### src/rtl/array_index_feeder.sv
// Byte FIFO feeding the byte-array stage with (value, index) pairs over valid/ready.
// The index counts accepted output transfers and wraps from IDX_MAX back to 0.
module array_index_feeder #(
    parameter int DEPTH   = 8,
    parameter int IDX_MAX = 7
) (
    input  logic               clk,
    input  logic               rst,
    input  logic               flush,
    input  logic               in_valid,
    output logic               in_ready,
    input  logic [7:0]         in_data,
    output logic               out_valid,
    input  logic               out_ready,
    output logic [7:0]         out_array_val,
    output logic signed [31:0] out_index,
    output logic [4:0]         count
);

    localparam int                 PTR_W     = $clog2(DEPTH);
    localparam logic [4:0]         DEPTH_C   = 5'(DEPTH);
    localparam logic signed [31:0] IDX_MAX_C = 32'(IDX_MAX);

    logic [7:0]         mem [DEPTH];
    logic [PTR_W-1:0]   wr_ptr_q, wr_ptr_d;
    logic [PTR_W-1:0]   rd_ptr_q, rd_ptr_d;
    logic [4:0]         count_q, count_d;
    logic signed [31:0] index_q, index_d;
    logic               push, pop;

    function automatic logic signed [31:0] next_index(input logic signed [31:0] idx);
        return (idx == IDX_MAX_C) ? 32'sd0 : idx + 32'sd1;
    endfunction

    assign in_ready      = (count_q != DEPTH_C);
    assign out_valid     = (count_q != 5'd0);
    assign out_array_val = out_valid ? mem[rd_ptr_q] : 8'h00;
    assign out_index     = index_q;
    assign count         = count_q;

    assign push = in_valid & in_ready;
    assign pop  = out_valid & out_ready;

    always_comb begin
        wr_ptr_d = wr_ptr_q;
        rd_ptr_d = rd_ptr_q;
        count_d  = count_q;
        index_d  = index_q;
        if (flush) begin
            // flush discards everything, including any transfer offered this cycle
            wr_ptr_d = '0;
            rd_ptr_d = '0;
            count_d  = 5'd0;
            index_d  = 32'sd0;
        end else begin
            if (push) begin
                wr_ptr_d = wr_ptr_q + 1'b1;
            end
            if (pop) begin
                rd_ptr_d = rd_ptr_q + 1'b1;
                index_d  = next_index(index_q);
            end
            case ({push, pop})
                2'b10:   count_d = count_q + 5'd1;
                2'b01:   count_d = count_q - 5'd1;
                default: count_d = count_q;
            endcase
        end
    end

    always_ff @(posedge clk) begin
        if (rst) begin
            wr_ptr_q <= '0;
            rd_ptr_q <= '0;
            count_q  <= 5'd0;
            index_q  <= 32'sd0;
        end else begin
            wr_ptr_q <= wr_ptr_d;
            rd_ptr_q <= rd_ptr_d;
            count_q  <= count_d;
            index_q  <= index_d;
        end
    end

    // storage is not reset; only the write enable is gated by rst/flush
    always_ff @(posedge clk) begin
        if (push && !flush && !rst) begin
            mem[wr_ptr_q] <= in_data;
        end
    end

endmodule

### config.mk
export PLATFORM = sky130hd
export DESIGN_NAME = array_index_feeder
export DESIGN_NICKNAME = d
export VERILOG_FILES = /design/src/rtl/array_index_feeder.sv
export SDC_FILE = /design/constraint.sdc
export NUM_CORES = 1
export LEC_CHECK = 0
export ABC_AREA = 1
export BUFFER_PORTS_ARGS = -buffer_cell sky130_fd_sc_hd__buf_2
export CORE_UTILIZATION = 50
export CTS_CLUSTER_SIZE = 12
export DETAILED_ROUTE_END_ITERATION = 8
export MAX_ROUTING_LAYER = met4
export PLACE_DENSITY = 0.73
export SYNTH_ARGS = -nofsm -noshare
export SYNTH_HDL_FRONTEND = slang
export SYNTH_SLANG_ARGS = --single-unit
### constraint.sdc
create_clock -name clk -period 3.15 [get_ports clk]
set_input_delay 0 -clock clk [delete_from_list [all_inputs] [get_ports clk]]
set_output_delay 0 -clock clk [all_outputs]
set_load 0.02 [all_outputs]
Yosys cells after proc, flatten, opt, wreduce, memory -nomap -nowiden
Memory sizes are Yosys's and may differ from the RTL's. A register that Yosys moved wholly into a read port is not among the register bits.
Cells that the tools add are included.

storage, ports and cells
  register bits after elaboration = 43
  latch bits = 0
  RAM bits = 64
  ROM bits = 0
  input bits = 13
  output and inout port bits = 47
  word-level logic and storage cells = 30
  memories = 1

cells by class
  add/subtract/negate cells = 5
  multiply operators = 0
  divide/modulo/power cells = 0
  magnitude comparators = 0
  equality and inequality tests = 4
  shift operators = 0
  muxes and demuxes = 7
  bitwise logic cells = 2
  reduce and logical (&&, ||, !) cells = 7

memory list
  name  words  width  read ports  clocked after memory_dff  write ports  line  source
  mem   8      8      1           1                         1            24    logic [7:0] mem [DEPTH];

operators with widths
  cell                     count
  $add A32 B2 Y32 const B  1
  $eq A32 B4 Y1 const B    1
  $mux W32                 1
  $pmux W5 S2              1
  $mux W8                  1
  $add A3 B1 Y3 const B    2
  $mux W3                  2
  $add A5 B1 Y5 const B    1
  $ne A5 B4 Y1 const B     1
  $reduce_bool A5 Y1       1
  $sub A5 B1 Y5 const B    1
  $and A1 B1 Y1            2
  $eq A2 B1 Y1 const B     1
  $eq A2 B2 Y1 const B     1
  $logic_and A1 B1 Y1      2
  $logic_not A1 Y1         2
  $mux W1                  2
  $reduce_bool A2 Y1       1
  $reduce_or A2 Y1         1

Depth between registers and ports, before layout
  depth after elaboration = 6
  gate-level depth with buffers = 16
  gate-level depth less buffers = 15

Worst setup path after synthesis
OpenSTA, ideal clock, no wires.

  path kind = reg2reg
  start = register count_q[0] (netlist: count[0])
  end = memory mem[2][0] (enable)
  library setup time = 395 ps
  data arrival time = 2,052 ps
  required time = 2,755 ps
  slack = 703 ps
  cell stages (with the launch flop) = 7
  path buffers = 0
  period minus slack after synthesis = 2,447 ps
  cells stage by stage = dfxtp_1 -> nor2_2 -> nand3_1 -> nand2_1 -> inv_1 -> nand2_1 -> nor4_1

on the way
  longest elaborated chain between the ends = 6

ends and longest elaborated chain
  item                              line  source
  start, declared                   27    logic [4:0] count_q, count_d;
  start signal, assigned            80    count_q <= count_d;
  $ne A5 B4 Y1                      35    assign in_ready = (count_q != DEPTH_C);
  net in_ready                      11    output logic in_ready,
  $and A1 B1 Y1                     41    assign push = in_valid & in_ready;
  $logic_and A1 B1 Y1 (2 in a row)  87    if (push && !flush && !rst) begin
  $mux W1                           87
  $mux W1 (not written as such)     88    mem[wr_ptr_q] <= in_data;
  end, declared                     24

The timed path passes the listed nets, and every way through them passes these cells.

Worst setup path in the final report
  start = register count_q[0] (netlist: count[0])
  end = register count_q[4] (netlist: count[4])

on the way
  longest elaborated chain between the ends = 4
  elaborated cells on any way between the ends = 10
  those cells by class = add/sub: 2; eq/ne: 3; mux: 1; bitwise: 2; reduce/logical: 2

ends and longest elaborated chain
  item                                                       line    source
  $ne A5 B4 Y1 / $reduce_bool A5 Y1 (equally long branches)  35, 36
  $and A1 B1 Y1, on equally long branches                    41, 42
  $eq A2 B1 Y1 / $eq A2 B2 Y1 (equally long branches)        63      case ({push, pop})
  $pmux W5 S2 / $reduce_bool A2 Y1 (equally long branches)   n/a

Several ways; a longest one is shown, not always the timed one.
A chain may end at the register's enable or synchronous reset.

==> metrics.cfg <==
[detailed_routing]
dr.pass1.iters = 5
viasPerCell = 5.28
route.detailed.drc = 0
wl_met3_um = 601
num_vias = 4369
met2WireLength_um = 5770
wire_per_inst_um = 14.8
drt-initial-drc-count = 277
routed.top_layer = met4
m1WireLength_um = 5620
routed_wirelength_um = 12200
drt.antenna.violating_nets = 0

[setup_path]
critPathTopFamily = adder cells
r2r_slack_ns = 0.49
cpPeakStageDelay_ns = 0.44
cp_slowest_cell = dfxtp_1
crit_type = flop to flop
arrival_ns = 2.96
critical_path.cell_chain = nor2_2 -> nand3_4 -> nand2_4 -> inv_2 -> ha_1 -> inv_1 -> fa_1 -> inv_1 -> nand2_1 -> nand2_1 -> nand2_1 -> a21o_1 -> nand2_1 -> nand2_1 -> a21oi_1
crit_buf_inv = 3
critical_path.most_common_cell = nand2_1
startpoint_type = flop
critPathMaxFanout = 18
cp.required_ns = 3.46
end_kind = flop

[place]
gp_congestion = 0.914
placed_area_um2 = 5700
io_buffers = 59
hpwl_um = 8520
place_ws_ns = 0.531

[synth]
seq_area_frac_synth_pct = 54.2
netlist_area_um2 = 5240
ys_ff_latch = 110
async_flop_share_pct = 0
synth.most_common_cell = nor2_1
ys_types = 35
synthesis.nets = 635
synthTopCellsByArea = edfxtp_1, dfxtp_1, nor2_1, nand2_1, o21ai_0
syn_area_per_cell_um2 = 8.54
ys.flop_type = edfxtp_1
netlist.area_leader.share_pct = 36.6
synthCells = 614
yosys.area.top_type = edfxtp_1
synth_enable_flop_cells = 64
synthTopCellsByCount = nor2_1, nand2_1, edfxtp_1
ys_warn_count = 0

[floorplanning]
ios = 60
die_h_um = 104
core_area_um2 = 10200
die_w_um = 104
initial_core_util_pct = 51.3
row_count = 37
dieArea_um2 = 10900

[layout]
area_growth_pct = 14.3
fillers = 930
antenna_cells = 0
drive_gt1_share_pct = 15.1
layout.nets = 707
final_cell_area_um2 = 5990
postLayoutCoreUtil_pct = 58.6

[global_route]
antenna_found_initial = 0
grt_usage_pct = 23.9
grt_pass1_wl_um = 19900
grt_max_degree = 34
grt_pass1_vias = 4034
grt_overflow = 0

[sta]
period_needed_ns = 2.66
finalCritPeriodShare_pct = 84.3
slew_violations = 0
fmax_mhz = 376
slew_headroom_pct = 50.5
tns_ns = 0
hold_viol = 0
setup_ws_ns = 0.494
setup_viol = 0
skew_ns = 0.0123
rsz0062_at_grt = no
tightestPinTransition_ns = 0.742

[worst_hold_path]
hp-class = input pin to flop

[clocking]
cts_root_buffer = clkbuf_8
cts_tree = built
cts_made_buffers = 9
clock_latency_ns = 0.38
cts.clk_slew.worst_paths_ns = 0.11
cts_buffer_depth = 2
htreeDepth = 3
clock-sinks = 110

[run_status]
run_status = completed

[power]
p_leak_nw = 2.26
p_total_w = 0.00283
powerDensity_nw_per_um2 = 471
vdd_ir_drop_max_uv = 249

[flow_run]
max-cap-violations = 0

report_power, final:
| part | internal (W) | switching [W] |
|---|---|---|
| sequential | 0.00154 | 0.0000228 |
| combinational | 0.000124 | 0.000263 |
| clock | 0.000381 | 0.000497 |
what timing repair did:
item                                    CTS  global route
hold endpoints to repair                 66             0
hold buffers                              9             0
setup buffers                             0             0
endpoints found under the setup margin    0             0
resized for setup                         0             0
tightest hold or removal path, stage by stage:
cell,delay (ns)
buf_2,0.12
nand2_4,0.13
nand2_1,0.09
a21oi_1,0.05
through the flow:
step / hold WS, ns / cells
after floorplan: 0.0989 / 614
final: 0.0578 / 827
after CTS: 0.0358 / 827
after global placement: 0.268 / 802
after global routing: 0.0696 / 827
after detailed placement: 0.279 / 802
cells by family after synthesis:
| family | Yosys count | share of synthesized area (%) |
|---|---|---|
| compound gates | 79 | 8.40 |
| xor+xnor | 12 | 2.00 |
| fa+ha+maj | 8 | 2.05 |
| buf+inv | 78 | 6.11 |
| flops | 110 | 54.2 |
| simple gates | 327 | 27.2 |
metal layers:
metal	vias up	global-route usage, %
li1	2192	-
met1	2034	31.9
met2	127	37.4
met3	16	2.69
met4	0	9.39
met5	-	-
flip-flops by register name, summed over array words and instances, names as in the netlist, named ones only:
register	flops
mem	64
out_index	32
count	5
rd_ptr_q	3
wr_ptr_q	3
path summary, 6_finish.rpt:
check	startpoint	end	depth (start not counted)
max	count[0]	count[4]	15
min	out_ready	out_index[0]	4
max reg2reg	count[0]	count[4]	15
min reg2reg	rd_ptr_q[2]	rd_ptr_q[2]	2
final cells by class:
type | count | area (µm²) | share of cell area (%)
Clock buffer | 10 | 128 | 2.13
Tap cell | 136 | 170 | 2.84
Sequential cell | 110 | 2840 | 47.4
Multi-Input combinational cell | 426 | 2080 | 34.7
Timing Repair Buffer | 80 | 475 | 7.93
Inverter | 59 | 221 | 3.69
Clock inverter | 6 | 76.3 | 1.27
placed cells by master (no fill, tap or decap), drive strengths merged, types with 7 or more instances in the layout:
cell type,n
nor2,156
nand2,96
buf,71
edfxtp,64
inv,61
o21ai,47
dfxtp,46
nand3,38
a21oi,18
nand4,17
nor3,13
xor2,10
clkbuf,10
dlygate4sd3,9
o32ai,8
ha,7
Power figures use the tool's default switching activity.
